## src/rtl/wd_sigverify_pkg.sv

```systemverilog
// Shared constants for the ed25519 sigverify datapath.
package wd_sigverify;

   localparam int MODP_W = 255;
   localparam int ED25519_FOLD_C = 19;
   // 2^255 - 19: all ones above the low five bits, which hold 5'b01101
   localparam logic [MODP_W-1:0] ED25519_P = {{(MODP_W-5){1'b1}}, 5'b01101};

endpackage

```

## src/rtl/fold19_add.sv

```systemverilog
// Registered a + 19*b, used to fold high bits back in via 2^255 = 19 mod p.
module fold19_add #(
   parameter int AW = 255,
   parameter int BW = 255,
   parameter int OW = 260
) (
   input  logic          clk,
   input  logic          rst,
   input  logic [AW-1:0] a_i,
   input  logic [BW-1:0] b_i,
   output logic [OW-1:0] s_o
);

   logic [OW-1:0] a_w;
   logic [OW-1:0] b_w;
   logic [OW-1:0] s_d;
   logic [OW-1:0] s_q;

   assign a_w = OW'(a_i);
   assign b_w = OW'(b_i);
   // 19*b as shift-adds keeps this off multiplier blocks
   assign s_d = a_w + (b_w << 4) + (b_w << 1) + b_w;

   always_ff @(posedge clk or posedge rst) begin
      if (rst) begin
         s_q <= '0;
      end else begin
         s_q <= s_d;
      end
   end

   assign s_o = s_q;

endmodule

```

## src/rtl/mod_p25519_reduce.sv

```systemverilog
// Pipelined reduction of a 510-bit value modulo 2^255-19 to canonical form.
module mod_p25519_reduce
   import wd_sigverify::*;
#(
   parameter int M   = 32,
   parameter int R_I = 0
) (
   input  logic          clk,
   input  logic          rst,
   input  logic [509:0]  in0,
   input  logic          v_i,
   input  logic [M-1:0]  m_i,
   output logic [254:0]  out0,
   output logic          v_o,
   output logic [M-1:0]  m_o
);

   logic [509:0]        x_w;
   logic                v_w;
   logic [M-1:0]        m_w;

   logic [259:0]        s1;
   logic [255:0]        s2;
   logic [MODP_W-1:0]   s3;
   logic [MODP_W:0]     t_w;
   logic [MODP_W-1:0]   out_d;
   logic [MODP_W-1:0]   out_q;

   logic [3:0]          v_q;
   logic [M-1:0]        m_q [4];

   if (R_I != 0) begin : g_ireg
      logic [509:0] x_q;
      logic         vi_q;
      logic [M-1:0] mi_q;

      always_ff @(posedge clk or posedge rst) begin
         if (rst) begin
            x_q  <= '0;
            vi_q <= 1'b0;
            mi_q <= '0;
         end else begin
            x_q  <= in0;
            vi_q <= v_i;
            mi_q <= m_i;
         end
      end

      assign x_w = x_q;
      assign v_w = vi_q;
      assign m_w = mi_q;
   end else begin : g_noreg
      assign x_w = in0;
      assign v_w = v_i;
      assign m_w = m_i;
   end

   fold19_add #(.AW(255), .BW(255), .OW(260)) u_s1 (
      .clk (clk),
      .rst (rst),
      .a_i (x_w[254:0]),
      .b_i (x_w[509:255]),
      .s_o (s1)
   );

   fold19_add #(.AW(255), .BW(5), .OW(256)) u_s2 (
      .clk (clk),
      .rst (rst),
      .a_i (s1[254:0]),
      .b_i (s1[259:255]),
      .s_o (s2)
   );

   // carry out of s2 only occurs when the low part is tiny, so 255 bits hold
   fold19_add #(.AW(255), .BW(1), .OW(255)) u_s3 (
      .clk (clk),
      .rst (rst),
      .a_i (s2[254:0]),
      .b_i (s2[255]),
      .s_o (s3)
   );

   // s3 + 19 carries into bit 255 exactly when s3 >= p
   assign t_w   = {1'b0, s3} + (MODP_W+1)'(ED25519_FOLD_C);
   assign out_d = t_w[MODP_W] ? t_w[MODP_W-1:0] : s3;

   always_ff @(posedge clk or posedge rst) begin
      if (rst) begin
         out_q <= '0;
         v_q   <= '0;
         for (int i = 0; i < 4; i++) m_q[i] <= '0;
      end else begin
         out_q  <= out_d;
         v_q    <= {v_q[2:0], v_w};
         m_q[0] <= m_w;
         for (int i = 1; i < 4; i++) m_q[i] <= m_q[i-1];
      end
   end

   assign out0 = out_q;
   assign v_o  = v_q[3];
   assign m_o  = m_q[3];

endmodule
```

## config.mk

```make
export PLATFORM = sky130hd
export DESIGN_NAME = mod_p25519_reduce
export DESIGN_NICKNAME = d
export VERILOG_FILES = /design/src/rtl/wd_sigverify_pkg.sv /design/src/rtl/fold19_add.sv /design/src/rtl/mod_p25519_reduce.sv
export SDC_FILE = /design/constraint.sdc
export NUM_CORES = 2
export LEC_CHECK = 0
export ABC_AREA = 0
export CORE_MARGIN = 3
export CORE_UTILIZATION = 40
export CTS_BUF_LIST = sky130_fd_sc_hd__clkbuf_2 sky130_fd_sc_hd__clkbuf_4 sky130_fd_sc_hd__clkbuf_8
export CTS_CLUSTER_SIZE = 40
export DETAILED_ROUTE_END_ITERATION = 8
export PLACE_DENSITY = 0.72
export SETUP_SLACK_MARGIN = 0.15
export SYNTH_ARGS = -nofsm -noshare
export SYNTH_HDL_FRONTEND = slang
export SYNTH_SLANG_ARGS = --single-unit
```

## constraint.sdc

```tcl
create_clock -name clk -period 41 [get_ports clk]
set_input_delay 8.2 -clock clk [delete_from_list [all_inputs] [get_ports clk]]
set_output_delay 8.2 -clock clk [all_outputs]
set_load 0.02 [all_outputs]
```

Word level (Yosys, flattened, before mapping)
Index checks and enable logic that the tools add are counted.
{"block": "classes", "muxes": 1, "n_addsub": 10}
{"cell": "$add 255x259->260", "count": 1}
{"cell": "$add 260x255->260", "count": 1}
{"cell": "$add 260x256->260", "count": 1}
{"cell": "$add 255x5->256 const B", "count": 1}
{"cell": "$add 255x9->256", "count": 1}
{"cell": "$add 256x5->256", "count": 1}
{"cell": "$add 256x6->256", "count": 1}
{"cell": "$add 255x1->255", "count": 1}
{"cell": "$add 255x2->255", "count": 1}
{"cell": "$add 255x5->255", "count": 1}
{"cell": "$mux 255", "count": 1}
{"block": "word_totals", "output_inout_bits": 288, "register_bits": 1158, "in_bits": 545}

Longest topological paths before layout
{"block": "logic_depth", "word_depth": 3, "depth_mapped": 19, "mapped_depth_nobuf": 19}

Cells and area by module
A second synthesis with hierarchy kept.
{"block": "hier_totals", "cells_unflattened": 8778, "hier_area_um2": 81271.7}
{"module": "fold19_add (u_s1)", "area_each_um2": 39484.1, "n_inst": 1, "cells_per_inst": 4873}
{"module": "fold19_add (u_s3)", "area_each_um2": 15134.5, "n_inst": 1, "cells_per_inst": 1630}
{"module": "fold19_add (u_s2)", "area_each_um2": 14192.4, "n_inst": 1, "cells_per_inst": 1473}
{"module": "mod_p25519_reduce", "area_each_um2": 12460.7, "n_inst": 1, "cells_per_inst": 802}

Least setup slack after synthesis
OpenSTA, ideal clock, no wires.
{"block": "synth_path", "path_type": "input -> register", "from": "input in0[339]", "to": "register u_s1.s_q[251] (netlist: u_s1.s_o[251])", "n_path_buf": 1, "required_ps": 40870, "stages": 19, "setup_time_ps": 130, "setup_slack_ps": 28209, "arrival_time_ps": 12661, "path_cell_list": "inv_1 -> fa_1 -> fa_1 -> inv_1 -> ha_1 -> clkbuf_1 -> nand2_1 -> or4_1 -> or2_2 -> nor3_1 -> nand4_1 -> a211oi_1 -> nor3_1 -> o211ai_1 -> a41oi_1 -> or3_1 -> o21ai_1 -> a21boi_0 -> xnor2_1"}
{"block": "synth_between", "elab_chain_len": 3}
{"element": "start: declaration", "line_no": "mod_p25519_reduce.sv:10", "source": "input logic [509:0] in0,"}
{"element": "$add 255x259->260", "line_no": "fold19_add.sv:22", "source": "assign s_d = a_w + (b_w << 4) + (b_w << 1) + b_w;"}
{"element": "$add 260x256->260", "line_no": "fold19_add.sv:22"}
{"element": "$add 260x255->260 (*)", "line_no": "fold19_add.sv:22"}
{"element": "named net u_s1.s_d[251]", "line_no": "fold19_add.sv:16", "source": "logic [OW-1:0] s_d;"}
{"element": "end signal: assignment", "line_no": "fold19_add.sv:26", "source": "s_q <= '0;"}
{"element": "end signal: assignment", "line_no": "fold19_add.sv:28", "source": "s_q <= s_d;"}
{"element": "end: declaration", "line_no": "fold19_add.sv:17", "source": "logic [OW-1:0] s_q;"}
The timed path passes the listed nets; every way through them passes the cells marked *.

Final worst setup path
{"block": "layout_path", "from": "input in0[260]", "to": "register u_s1.s_q[245] (netlist: u_s1.s_o[245])"}
Same word-level chain as after synthesis.

==> metrics.csv <==
stage,metric,value,unit
run,max_cap_violations,0,
critical_path,cp-start-kind,input port,
cts,cts_num_sinks,1158,
detailed_routing,dr.pass1.iters,6,
synth,yosysMostFrequentCell,dfrtp_1,
synth,syn_inst,8124,
timing,setup_viol,0,
cts,post-cts-setup-buffers,0,
synth,ys.flop_type,dfrtp_1,
critical_path,cp-end-kind,register,
critical_path,rr_worst_depth,15,
synth,syn_nets,9471,
critical_path,crit_top_cell,o31ai_1,
cells_and_area,fin_util,0.4817,
timing,setup-tns-final,0,ns
cts,cts-resized-gates,0,
timing,tightest_slew,1.341,ns
synth,synth-seq-area-share,0.3776,
timing,skew,0.04510,ns
synth,netlist_top_cells_count,"dfrtp_1, inv_1, nand2_1",
critical_path,cpMaxStageDelayCell,o41ai_1,
critical_path,critPathMaxFanout,6,
grt,grt_pass1_vias,64358,
worst_hold_path,min_from,m_q[33]$_DFF_PP0_,
detailed_routing,drc,0,
synth,synth_area_leaders,"dfrtp_1, fa_1, xnor2_1, inv_1, ha_1",
timing,final.period_utilization,0.3589,
grt,grt_max_degree,190,
cells_and_area,register_area,28980,um^2
critical_path,crit_chain,clkdlybuf4s50_1 -> inv_1 -> fa_1 -> inv_1 -> fa_1 -> ha_1 -> a21o_1 -> a211o_1 -> o21ai_0 -> a2111oi_0 -> buf_4 -> o31ai_1 -> nor2_1 -> o31ai_1 -> buf_4 -> o31ai_1 -> a41o_1 -> and4_1 -> o41ai_1 -> o31ai_1 -> xor2_1,
synth,synth_area,76730,um^2
synth,synth.top_cell.area_share,0.3776,
critical_path,required,41.72,ns
detailed_routing,finalWirelength,289600,um
place,dp_hpwl,249100,um
cells_and_area,n_fill_cell,17896,
detailed_routing,via_count,63384,
floorplan,fp.dieArea,197100,um^2
cts,cts_made_buffers,178,
floorplan,io_pins,833,
critical_path,regToRegSetupSlack,34.58,ns
cts,ctsHoldBuffers,0,
worst_hold_path,worst_hold_path_type,reg -> reg,
status,status,"complete, no violations",
cts,cts.clk_slew.worst_paths,0.06,ns
pwr,vdd_drop_max,33.16,uV
synth,async_flop_share,1.000,
pwr,power.density,69.49,nW/um^2
grt,antenna_found_initial,24,
cells_and_area,multi_input_area,42540,um^2
pwr,p_leak,0.04010,uW
floorplan,die_h,444.0,um
cells_and_area,drive_gt1_frac,0.04921,
synth,yosysTopAreaCell,dfrtp_1,
timing,slew_headroom,0.09760,
synth,yosysUniqueCellTypes,80,
synth,synth_seq_cells,1158,
cells_and_area,nets,10282,
critical_path,cp.arrival,15.44,ns
critical_path,crit_path_start,in0[260],
synth,yosysWarnings,0,
detailed_routing,wl_per_cell,24.96,um
timing,finalHoldViolCount,0,
place,gp_congestion,1.025,
critical_path,r2r_start,u_s1.s_o[255]$_DFF_PP0_,
floorplan,coreArea,190400,um^2
grt,grt_overflow_total,0,
synth,syn_avg_cell_area,9.445,um^2
detailed_routing,ant_nets,0,
grt,grt_pass1_wl,427700,um
floorplan,num_rows,160,
cts,htree_levels,4,
timing,rsz0062_at_grt,no,
cts,cts_tree,done,
grt,grt_util_all_layers,0.2895,
critical_path,worstSetupPathType,in -> reg,
critical_path,critPathMaxStageDelay,1.04,ns
timing,slew_viol_final,0,
floorplan,die-width,444.0,um
timing,max_freq,67.97,MHz
critical_path,regToRegEndpoint,u_s2.s_o[195]$_DFF_PP0_,
cts,clk_latency,0.89,ns
detailed_routing,viasPerCell,5.464,
detailed_routing,drtIter0Drc,6345,
cts,clk_path_buf_depth,3,
cells_and_area,synthToLayoutAreaGrowth,19.50,%
critical_path,endpoint,u_s1.s_o[245]$_DFF_PP0_,
place,port_buffers,832,
synth,synth_edf_count,0,
cts,clockRootBuffer,clkbuf_8,
timing,period_needed,14.71,ns
floorplan,start_util,0.4030,
[registers in the layout (all words and copies together), names as in the netlist]
signal,flops
u_s1.s_o,260
u_s2.s_o,256
out0,255
u_s3.s_o,255
m_q,96
m_o,32
v_q,4
[area by class of cell]
class	instances	area share
Sequential cell	1158	0.3160
Antenna cell	6	0.0001637
Clock inverter	60	0.007805
Clock buffer	269	0.03730
Tap cell	2511	0.03426
Multi-Input combinational cell	5598	0.4639
Inverter	1127	0.04621
Timing Repair Buffer	872	0.09437
[through the flow]
| step | hold slack, ns | power [uW] | worst slack (ns) | area [um^2] | cells |
|---|---|---|---|---|---|
| floorplan | 0.3312 | 3767 | 0.1842 | 76730 | 8124 |
| global placement | 0.3329 | 5224 | 25.68 | 87550 | 11266 |
| detailed placement | 0.3347 | 5239 | 25.66 | 87550 | 11266 |
| CTS | 0.3444 | 6332 | 26.57 | 91680 | 11595 |
| global route | 0.3482 | 6705 | 26.05 | 91690 | 11597 |
| finish | 0.3398 | 6373 | 26.29 | 91700 | 11601 |
[layer usage]
layer,global-route usage,vias up,part of all wire,wire length [um]
li1,-,28676,-,-
met1,0.4423,31743,0.48,137700
met2,0.4341,2667,0.43,125700
met3,0.03977,294,0.067,19440
met4,0.06676,4,0.023,6708
met5,0,-,0.000093,27
[cells by family (layout without fill, tap and decap cells)]
family,after synthesis,after routing,share of synthesized area
xor+xnor,762,762,0.08697
fa+ha+maj,802,802,0.1811
simple gates,2735,2735,0.1829
flops,1158,1158,0.3776
buf+inv,1368,2328,0.06850
compound gates,1299,1299,0.1029
other cells,0,6,0
[worst max-delay path, delay by kind of cell]
kind	cells	cell delay [ns]
and+or+nand+nor	2	0.37
buffers and inverters	5	1.02
AOI/OAI and AO/OA	10	4.28
xor gates and xnor gates	1	0.19
adders and majority gates	3	1.35
[worst min path at each step]
stage	endpoint	depth (start not counted)
floorplan	m_o[0]$_DFF_PP0_	0
global route	m_o[27]$_DFF_PP0_	0
global placement	m_q[52]$_DFF_PP0_	0
detailed placement	m_o[8]$_DFF_PP0_	0
CTS	m_o[27]$_DFF_PP0_	0
finish	m_o[1]$_DFF_PP0_	0
[power breakdown]
part           total (uW)  internal [uW]  leakage (uW)  switching, uW
Sequential           2250           1680        0.0135            567
Combinational        3050           1140        0.0244           1920
Clock                1070            611       0.00217            461
[layout by cell type, fill, tap and decap left out, types with 117 or more instances in the layout]
cell type        Yosys  routed
and2_1             291     291
ha_1               288     288
nor3_1             181     181
clkdlybuf4s50_1      0     832
xnor2_1            488     488
nor2_1             496     496
fa_1               514     514
nand2_1            641     641
a21o_1             117     117
dfrtp_1           1158    1158
o21ai_0            284     284
and3_1             123     123
nand4_1            388     388
inv_1             1127    1126
clkbuf_8             0     224
xor2_1             274     274
a21oi_1            505     505
nand3_1            281     280
(Power assumes the default switching activity.)
